## config.mk

```make
export PLATFORM = sky130hd
export DESIGN_NAME = fpnew_issue_ctrl
export DESIGN_NICKNAME = d
export VERILOG_FILES = /design/src/rtl/fpnew_issue_pkg.sv /design/src/rtl/fpnew_issue_ctrl_lzc.sv /design/src/rtl/fpnew_issue_ctrl.sv
export SDC_FILE = /design/constraint.sdc
export NUM_CORES = 1
export LEC_CHECK = 0
export ABC_AREA = 0
export ABC_CLOCK_PERIOD_IN_PS = 2600
export BUFFER_PORTS_ARGS = -buffer_cell sky130_fd_sc_hd__buf_4
export CAP_MARGIN = 10
export CELL_PAD_IN_SITES_DETAIL_PLACEMENT = 0
export CELL_PAD_IN_SITES_GLOBAL_PLACEMENT = 1
export CORE_AREA = 2 2 237 239
export DETAILED_ROUTE_END_ITERATION = 10
export DIE_AREA = 0 0 239 241
export PLACE_DENSITY_LB_ADDON = 0.1
export SETUP_SLACK_MARGIN = 0.4
export SLEW_MARGIN = 0
export SYNTH_ARGS = -nofsm -noshare
export SYNTH_HDL_FRONTEND = slang
export SYNTH_SLANG_ARGS = --single-unit
```

## constraint.sdc

```tcl
create_clock -name clk_i -period 2.6 [get_ports clk_i]
set_input_delay 0.39 -clock clk_i [delete_from_list [all_inputs] [get_ports clk_i]]
set_output_delay 0.39 -clock clk_i [all_outputs]
set_load 0.05 [all_outputs]
```

## src/rtl/fpnew_issue_pkg.sv

```systemverilog
// fpnew_issue_pkg: shared widths and request/metadata types for the FPU issue controller.
//   WIDTH    FP operand/result width (matches the FPU datapath width)
//   STATUS_W width of the {NV,DZ,OF,UF,NX} status vector
//   The enum encodings mirror those of fpnew_pkg, so the request fields map directly onto the FPU ports.
package fpnew_issue_pkg;
    localparam int WIDTH    = 64;
    localparam int STATUS_W = 5;

    typedef enum logic [2:0] {
        RNE = 3'b000, RTZ = 3'b001, RDN = 3'b010, RUP = 3'b011, RMM = 3'b100, DYN = 3'b111
    } roundmode_e;

    typedef enum logic [3:0] {
        FMADD, FNMSUB, ADD, MUL, DIV, SQRT, SGNJ, MINMAX,
        CMP, CLASSIFY, F2F, F2I, I2F, CPKAB, CPKCD
    } operation_e;

    typedef enum logic [2:0] {
        FP32 = 3'd0, FP64 = 3'd1, FP16 = 3'd2, FP8 = 3'd3, FP16ALT = 3'd4
    } fp_format_e;

    typedef enum logic [1:0] {
        INT8, INT16, INT32, INT64
    } int_format_e;

    typedef struct packed {
        logic [2:0][WIDTH-1:0] operands;
        roundmode_e            rnd_mode;
        operation_e            op;
        logic                  op_mod;
        fp_format_e            src_fmt;
        fp_format_e            dst_fmt;
        int_format_e           int_fmt;
    } fpu_req_t;

    typedef struct packed {
        logic [4:0] rd;
        logic [7:0] instr_id;
        logic       is_fp_dest;
    } fpu_meta_t;
endpackage

```

## src/rtl/fpnew_issue_ctrl_lzc.sv

```systemverilog
// lzc: trailing-zero counter; reports the index of the lowest set bit.
//   in_i    input vector
//   cnt_o   index of the lowest set bit of in_i (0 when in_i is all zero)
//   empty_o in_i has no bit set
module lzc #(
    parameter int WIDTH = 4,
    parameter int CNT_W = $clog2(WIDTH)
) (
    input  logic [WIDTH-1:0] in_i,
    output logic [CNT_W-1:0] cnt_o,
    output logic             empty_o
);
    always_comb begin
        cnt_o = '0;
        for (int i = WIDTH - 1; i >= 0; i--)
            if (in_i[i]) cnt_o = CNT_W'(i);
    end

    assign empty_o = ~|in_i;
endmodule

```

## src/rtl/fpnew_issue_ctrl.sv

```systemverilog
// fpnew_issue_ctrl: issues tagged FP ops to the FPU and returns their results on a registered writeback port.
//   clk_i/rst_ni                     clock, synchronous active-low reset
//   req_*                            issue-side request (valid/ready, operation, destination metadata)
//   flush_i                          kill every op in flight
//   fpu_in_*/fpu_req_o/fpu_tag_o     FPU input handshake, operation and allocated tag
//   fpu_flush_o                      flush forwarded to the FPU
//   fpu_out_*/fpu_result_i/status/tag FPU result handshake
//   wb_*                             registered writeback entry with the metadata of its tag
//   fflags_o/fflags_clr_i            sticky exception flags and their CSR clear
//   busy_o                           any op in flight or writeback pending
//   err_tag_o                        sticky: a result arrived for a tag that was not in flight
module fpnew_issue_ctrl
    import fpnew_issue_pkg::*;
#(
    parameter int NumTags  = 4,
    parameter int TagWidth = $clog2(NumTags)
) (
    input  logic                clk_i,
    input  logic                rst_ni,
    input  logic                req_valid_i,
    output logic                req_ready_o,
    input  fpu_req_t            req_op_i,
    input  fpu_meta_t           req_meta_i,
    input  logic                flush_i,
    output logic                fpu_in_valid_o,
    input  logic                fpu_in_ready_i,
    output fpu_req_t            fpu_req_o,
    output logic [TagWidth-1:0] fpu_tag_o,
    output logic                fpu_flush_o,
    input  logic                fpu_out_valid_i,
    output logic                fpu_out_ready_o,
    input  logic [WIDTH-1:0]    fpu_result_i,
    input  logic [STATUS_W-1:0] fpu_status_i,
    input  logic [TagWidth-1:0] fpu_tag_i,
    output logic                wb_valid_o,
    input  logic                wb_ready_i,
    output logic [WIDTH-1:0]    wb_result_o,
    output logic [STATUS_W-1:0] wb_status_o,
    output fpu_meta_t           wb_meta_o,
    output logic [STATUS_W-1:0] fflags_o,
    input  logic                fflags_clr_i,
    output logic                busy_o,
    output logic                err_tag_o
);
    logic [NumTags-1:0]  inflight_q, inflight_d;
    fpu_meta_t           meta_q [NumTags];
    logic                wb_valid_q, wb_valid_d;
    logic [WIDTH-1:0]    wb_result_q, wb_result_d;
    logic [STATUS_W-1:0] wb_status_q, wb_status_d;
    fpu_meta_t           wb_meta_q, wb_meta_d;
    logic [STATUS_W-1:0] fflags_q, fflags_d;
    logic                err_q, err_d;
    logic [TagWidth-1:0] free_tag;
    logic                none_free, res_hs, res_hit, wb_hs;

    // Lowest free tag, from registered state only: a tag freed this cycle is reusable next cycle.
    lzc #(.WIDTH(NumTags), .CNT_W(TagWidth)) i_lzc (
        .in_i    (~inflight_q),
        .cnt_o   (free_tag),
        .empty_o (none_free)
    );

    assign fpu_flush_o     = flush_i;
    assign fpu_req_o       = req_op_i;
    assign fpu_tag_o       = free_tag;
    assign fpu_in_valid_o  = req_valid_i & ~none_free & ~flush_i;
    assign req_ready_o     = fpu_in_valid_o & fpu_in_ready_i;
    // Single writeback register; a new result may enter on the cycle the old one pops.
    assign fpu_out_ready_o = (~wb_valid_q | wb_ready_i) & ~flush_i;
    assign res_hs          = fpu_out_valid_i & fpu_out_ready_o;
    assign res_hit         = res_hs & (int'(fpu_tag_i) < NumTags) & inflight_q[fpu_tag_i];
    assign wb_hs           = wb_valid_q & wb_ready_i;

    always_comb begin
        inflight_d  = inflight_q;
        wb_valid_d  = wb_valid_q & ~wb_ready_i;
        wb_result_d = wb_result_q;
        wb_status_d = wb_status_q;
        wb_meta_d   = wb_meta_q;
        // Accept and retire never touch the same tag: accept uses a tag that is not in flight.
        if (req_ready_o) inflight_d[free_tag] = 1'b1;
        if (res_hit) begin
            inflight_d[fpu_tag_i] = 1'b0;
            wb_valid_d            = 1'b1;
            wb_result_d           = fpu_result_i;
            wb_status_d           = fpu_status_i;
            wb_meta_d             = meta_q[fpu_tag_i];
        end
        if (flush_i) begin
            inflight_d = '0;
            wb_valid_d = 1'b0;
        end
        fflags_d = fflags_clr_i ? '0 : wb_hs ? fflags_q | wb_status_q : fflags_q;
        err_d    = err_q | (res_hs & ~res_hit);
    end

    always_ff @(posedge clk_i) begin
        if (!rst_ni) begin
            inflight_q  <= '0;
            wb_valid_q  <= 1'b0;
            wb_result_q <= '0;
            wb_status_q <= '0;
            wb_meta_q   <= '0;
            fflags_q    <= '0;
            err_q       <= 1'b0;
        end else begin
            inflight_q  <= inflight_d;
            wb_valid_q  <= wb_valid_d;
            wb_result_q <= wb_result_d;
            wb_status_q <= wb_status_d;
            wb_meta_q   <= wb_meta_d;
            fflags_q    <= fflags_d;
            err_q       <= err_d;
        end
    end

    always_ff @(posedge clk_i) begin
        if (req_ready_o) meta_q[free_tag] <= req_meta_i;
    end

    assign wb_valid_o  = wb_valid_q;
    assign wb_result_o = wb_result_q;
    assign wb_status_o = wb_status_q;
    assign wb_meta_o   = wb_meta_q;
    assign fflags_o    = fflags_q;
    assign err_tag_o   = err_q;
    assign busy_o      = |inflight_q | wb_valid_q;
endmodule
```

# ---- Word-level counts from Yosys, hierarchy flattened
# Memories as Yosys holds them, arrays and structs flattened. A register that Yosys moved wholly into a read port is not among the register bits.
# Index checks and enable logic that the tools add are counted.
dict set report op_classes {
  bitwise_logic 22
  n_lt_le_gt_ge 4
  n_mux 15
  n_reduce_logical 7
}
# cell n
set ops {}
lappend ops {{AND 1 bit} 9}
lappend ops {{2-to-1 mux 2 bit} 4}
lappend ops {{2-to-1 mux 4 bit} 2}
lappend ops {{inverter 4 bit} 2}
lappend ops {{OR reduction 4 bit} 2}
lappend ops {{less-than comparator 2 x 3 -> 1 bit (second input constant)} 2}
lappend ops {{2-to-1 mux 1 bit} 6}
lappend ops {{inverter 1 bit} 5}
lappend ops {{OR 5 bit} 1}
lappend ops {{AND 4 bit} 1}
lappend ops {{demux 1 bit (select 2 bit)} 2}
lappend ops {{greater-or-equal comparator 2 x 1 -> 1 bit (second input constant)} 2}
lappend ops {{OR 4 bit} 1}
lappend ops {{OR reduction 2 bit} 2}
lappend ops {{OR 1 bit} 3}
lappend ops {{binary-select mux 1 bit (select 2 bit)} 1}
lappend ops {{logical AND 1 bit} 2}
lappend ops {{logical NOT 1 bit} 1}
dict set report totals {
  input_bits 301
  output_inout_bits 305
  ff_bits 80
  mem_count 1
  mem_bits_rw 56
  word_cells 55
}
# memory depth word_bits read_ports rd_ports_with_merged_regs write_ports line
set memory_table {}
lappend memory_table {meta_q 4 14 1 1 1 fpnew_issue_ctrl.sv:46} ;# fpu_meta_t meta_q [NumTags];

# ---- Longest topological paths before layout
dict set report depth {
  word_depth 13
  mapped_depth 6
  ltp_nobuf 3
}

# ---- Modules after synthesis
# From an unflattened synthesis, not the netlist that was laid out.
dict set report hier_totals {
  cells_unflattened 709
  area_unflattened_um2 7395.8
}
# module area_per_inst_um2 n_inst seq_area_each_um2 cells_each
set modules_own_cells {}
lappend modules_own_cells {fpnew_issue_ctrl 7359.6 1 3563.4 703}
lappend modules_own_cells {lzc 36.3 1 0.0 6}

# ---- Least setup slack after synthesis
# Ideal clock, no wire load.
dict set report synth_path {
  kind {reg2reg}
  from {reg inflight_q[0]}
  to {reg inflight_q[3]}
  setup_time_ps 64
  setup_slack_ps 99
  n_path_buf 0
  required_ps 2536
  synth_period_minus_slack_ps 2501
  path_stages_with_launch 4
  arrival_time_ps 2437
  cell_sequence {dfxtp_1 > nand2_1 > nor4_1 > o221a_2}
}
dict set report synth_between {
  elab_chain_cells 10
  elab_cells_between_ends 18
  cone_classes {order compare: 2; mux: 7; bitwise: 7; reduce/logical: 2}
}
# element line
set synth_rtl {}
lappend synth_rtl {{start: declaration} fpnew_issue_ctrl.sv:45} ;# logic [NumTags-1:0] inflight_q, inflight_d;
lappend synth_rtl {{start signal: assignment} fpnew_issue_ctrl.sv:107} ;# inflight_q <= inflight_d;
lappend synth_rtl {{inverter 4 bit} fpnew_issue_ctrl.sv:58} ;# .in_i (~inflight_q),
lappend synth_rtl {{2-to-1 mux 2 bit} fpnew_issue_ctrl_lzc.sv:16} ;# if (in_i[i]) cnt_o = CNT_W'(i);
lappend synth_rtl {{less-than comparator 2 x 3 -> 1 bit (not written as such) / greater-or-equal comparator 2 x 1 -> 1 bit (equally long branches)} fpnew_issue_ctrl.sv:81} ;# if (req_ready_o) inflight_d[free_tag] = 1'b1;
lappend synth_rtl {{logical AND 1 bit (not written as such)} fpnew_issue_ctrl.sv:81}
lappend synth_rtl {{2-to-1 mux 1 bit (not written as such)} fpnew_issue_ctrl.sv:81}
lappend synth_rtl {{demux 1 bit (select 2 bit)} fpnew_issue_ctrl.sv:81}
lappend synth_rtl {{OR 4 bit (no source line)} n/a}
lappend synth_rtl {{2-to-1 mux 4 bit} fpnew_issue_ctrl.sv:81}
lappend synth_rtl {{AND 4 bit (no source line)} n/a}
lappend synth_rtl {{2-to-1 mux 4 bit *} fpnew_issue_ctrl.sv:82} ;# if (res_hit) begin
# Mark *: on every way between the ends. The rest lies on a longest branch, timed or not. The select of a mux whose other input is x is not followed.
# A chain may end at the register's enable or synchronous reset.

# ---- Final worst setup path
dict set report layout_path {
  from {reg wb_valid_q, in the netlist wb_valid_o}
  to {out fpu_out_ready_o}
}
dict set report layout_between {
  elab_chain_cells 3
}
# element line
set layout_rtl {}
lappend layout_rtl {{start: declaration} fpnew_issue_ctrl.sv:47} ;# logic wb_valid_q, wb_valid_d;
lappend layout_rtl {{start signal: assignment} fpnew_issue_ctrl.sv:108} ;# wb_valid_q <= wb_valid_d;
lappend layout_rtl {{inverter 1 bit} fpnew_issue_ctrl.sv:69} ;# assign fpu_out_ready_o = (~wb_valid_q | wb_ready_i) & ~flush_i;
lappend layout_rtl {{OR 1 bit} fpnew_issue_ctrl.sv:69}
lappend layout_rtl {{AND 1 bit} fpnew_issue_ctrl.sv:69}
lappend layout_rtl {{end: declaration} fpnew_issue_ctrl.sv:31} ;# output logic fpu_out_ready_o,
# No other way between the ends.

==> results_dict.tcl <==
set metrics [dict create \
    status "finished, final reports clean" \
    syn_area_per_cell_um2 10.6 \
    grt_max_degree 65 \
    seq_area_um2 3560 \
    clock-sinks 150 \
    vdd_drop_max_mv 0.472 \
    synth.area.top_cells "dfxtp_1, edfxtp_1, buf_4, mux2i_1, nand2_1" \
    synth_cell_types 32 \
    yosys.area.top_type "dfxtp_1" \
    ys.flop_type "dfxtp_1" \
    synth-seq-cells 150 \
    rsz0062_at_grt "false" \
    ys_seq_area_share_pct 47.4 \
    io_pins 606 \
    die_area_um2 57600 \
    netlist_area_um2 7520 \
    worst_pin_slew_ns 0.431 \
    synth_top_cell_area_share_pct 25.0 \
    hpwlAfterDp_mm 26.5 \
    grt.overflow.total 0 \
    drt_wl_total_mm 34.1 \
    drive_gt1_share_pct 35.5 \
    required_ns 2.21 \
    vias 4629 \
    fin_tns_setup_ns 0 \
    hold_path.class "in2reg" \
    track_usage_pct 11.7 \
    vias_per_cell 3.30 \
    wl_per_cell_um 24.3 \
    syn-num-nets 1007 \
    grt_pass1_vias 5056 \
    worstSkewPairLatency_ns 0.48 \
    setup.worst_path.end_class "output port" \
    startpoint_type "flip-flop" \
    row_count 86 \
    cts_buffers 17 \
    ff2ff_path_depth 4 \
    cts_hold_buf 0 \
    worst_slack_ns 0.499 \
    cts_setup_buffers 0 \
    leakagePower_uw 0.00329 \
    drv_cap 0 \
    dpl.cell_count 1370 \
    drt_iter0_drc 232 \
    stdcell_count 1402 \
    dieHeight_um 241 \
    num-fill-cells 6198 \
    gp_congestion 0.651 \
    grt_pass1_wl_mm 44.3 \
    synth_edf_count 56 \
    io_buffers 189 \
    setup_violations 0 \
    yosys_warnings 0 \
    first_pass_iters 4 \
    drv_slew 0 \
    start_util_pct 13.7 \
    multi_input_area_um2 2120 \
    critPathKind "reg2out" \
    ant_nets 0 \
    drt_drc_violations_left 0 \
    hold_viol 0 \
    post-place-ws_ns 0.476 \
    max_slew_margin_pct 71.2 \
    core_region_area_um2 54900 \
    synth-async-reset-ratio_pct 0 \
    post-route-util_pct 15.8 \
    fin_nets 986 \
    cts_tree "done" \
    powerDensity_nw_per_um2 593 \
    fp.dieW_um 239 \
    syn_inst 706 \
    min_delay_path_depth 1 \
    final.setup_skew_ns 0.0146 \
    ctsHtreeMaxLevel 4 \
    fin_crit_ns 2.10 \
    max-clock-path-buffers 2 \
    cp_data_arrival_time_ns 1.71 \
    antenna_found_initial 0 \
    fmax_mhz 476 \
    period_share_pct 80.8 \
    finalHoldWorstSlack_ns 0.119 \
    cts-root-buf "clkbuf_16" \
    clkTransAtPathRegs_ns 0.07 \
    area_growth_syn_to_layout_pct 15.3 \
    crit_fanout 6 \
    antenna_cells 0 \
]
critical path, cell delays in order (launching register included):
cell and delay (ns):
dfxtp_1 0.38, nand2b_1 0.21, nor2b_1 0.37, buf_4 0.27
state kept, by name (all words and copies together) (netlist names):
name         cells
err_tag_o        1
fflags_o         5
inflight_q       4
meta_q          56
wb_meta_o       14
wb_result_o     64
wb_status_o      5
wb_valid_o       1
cell usage after synthesis, types with 2 or more instances:
cell type and instances:
o21a_1 2, nand4b_1 2, a21oi_1 9, clkbuf_1 20, mux4_2 10, buf_12 8, dfxtp_1 94, edfxtp_1 56
inv_1 4, buf_2 2, and2_1 2, mux2i_1 83, nor2_1 7, mux4_1 5, nor4_1 2, buf_4 211
nand2_1 170, o21ai_0 2, nor2b_1 2, nand2b_1 3
cells by family after synthesis:
logic type / Yosys count / share of synthesized area [%]
AOI/OAI and AO/OA: 18 / 1.63
buffers and inverters: 246 / 24.7
DFF: 150 / 47.4
muxes: 98 / 15.8
and+or+nand+nor: 194 / 10.5
metrics by stage:
step	cell area (um2)	power, uW
floorplan	7520	3510
global placement	8140	2860
detailed placement	8140	2850
CTS	8670	5310
global route	8670	5380
finish	8670	5140
power breakdown:
group | switching (uW) | internal (uW)
clock | 1110 | 1250
combinational | 181 | 153
sequential | 5.65 | 2440
final timing paths:
check | startpoint | to | slack (ns)
max | wb_valid_o | fpu_out_ready_o | 0.50
min | req_meta_i[5] | meta_q[2][5] | 0.12
max reg2reg | inflight_q[3] | wb_result_o[44] | 0.70
min reg2reg | wb_result_o[1] | wb_result_o[1] | 0.46
layout by cell type, fill, tap and decap left out, drive strengths merged, types with 2 or more instances in the layout:
cell type / n
nand4b: 2
mux4: 15
dfxtp: 94
o21ai: 2
nand2b: 3
buf: 202
and2: 2
clkinvlp: 4
edfxtp: 56
mux2i: 83
o21a: 2
nor2: 7
a21oi: 9
clkbuf: 22
clkinv: 3
inv: 7
nor2b: 2
nor4: 2
nand2: 170
final cells by class:
cell class / instances / area share (%)
repair buffers: 202 / 18.0
clock buffers: 22 / 5.24
inverters: 4 / 0.173
clock inverters: 10 / 0.851
well taps: 704 / 10.2
flip-flops and latches: 150 / 41.1
multi-input cells: 310 / 24.5
what timing repair did:
action	4_1_cts	5_1_grt
gates resized for setup	1	2
endpoints found under the hold margin	0	0
setup endpoints to repair	1	2
per-layer routing:
layer	vias up	GRT usage, %	routed length (um)
li1	2084	-	-
met1	2145	12.2	12600
met2	315	16.8	14900
met3	85	9.47	5340
met4	0	5.36	1280
met5	-	0	0
No activity file was read; power rests on OpenSTA's default activity.
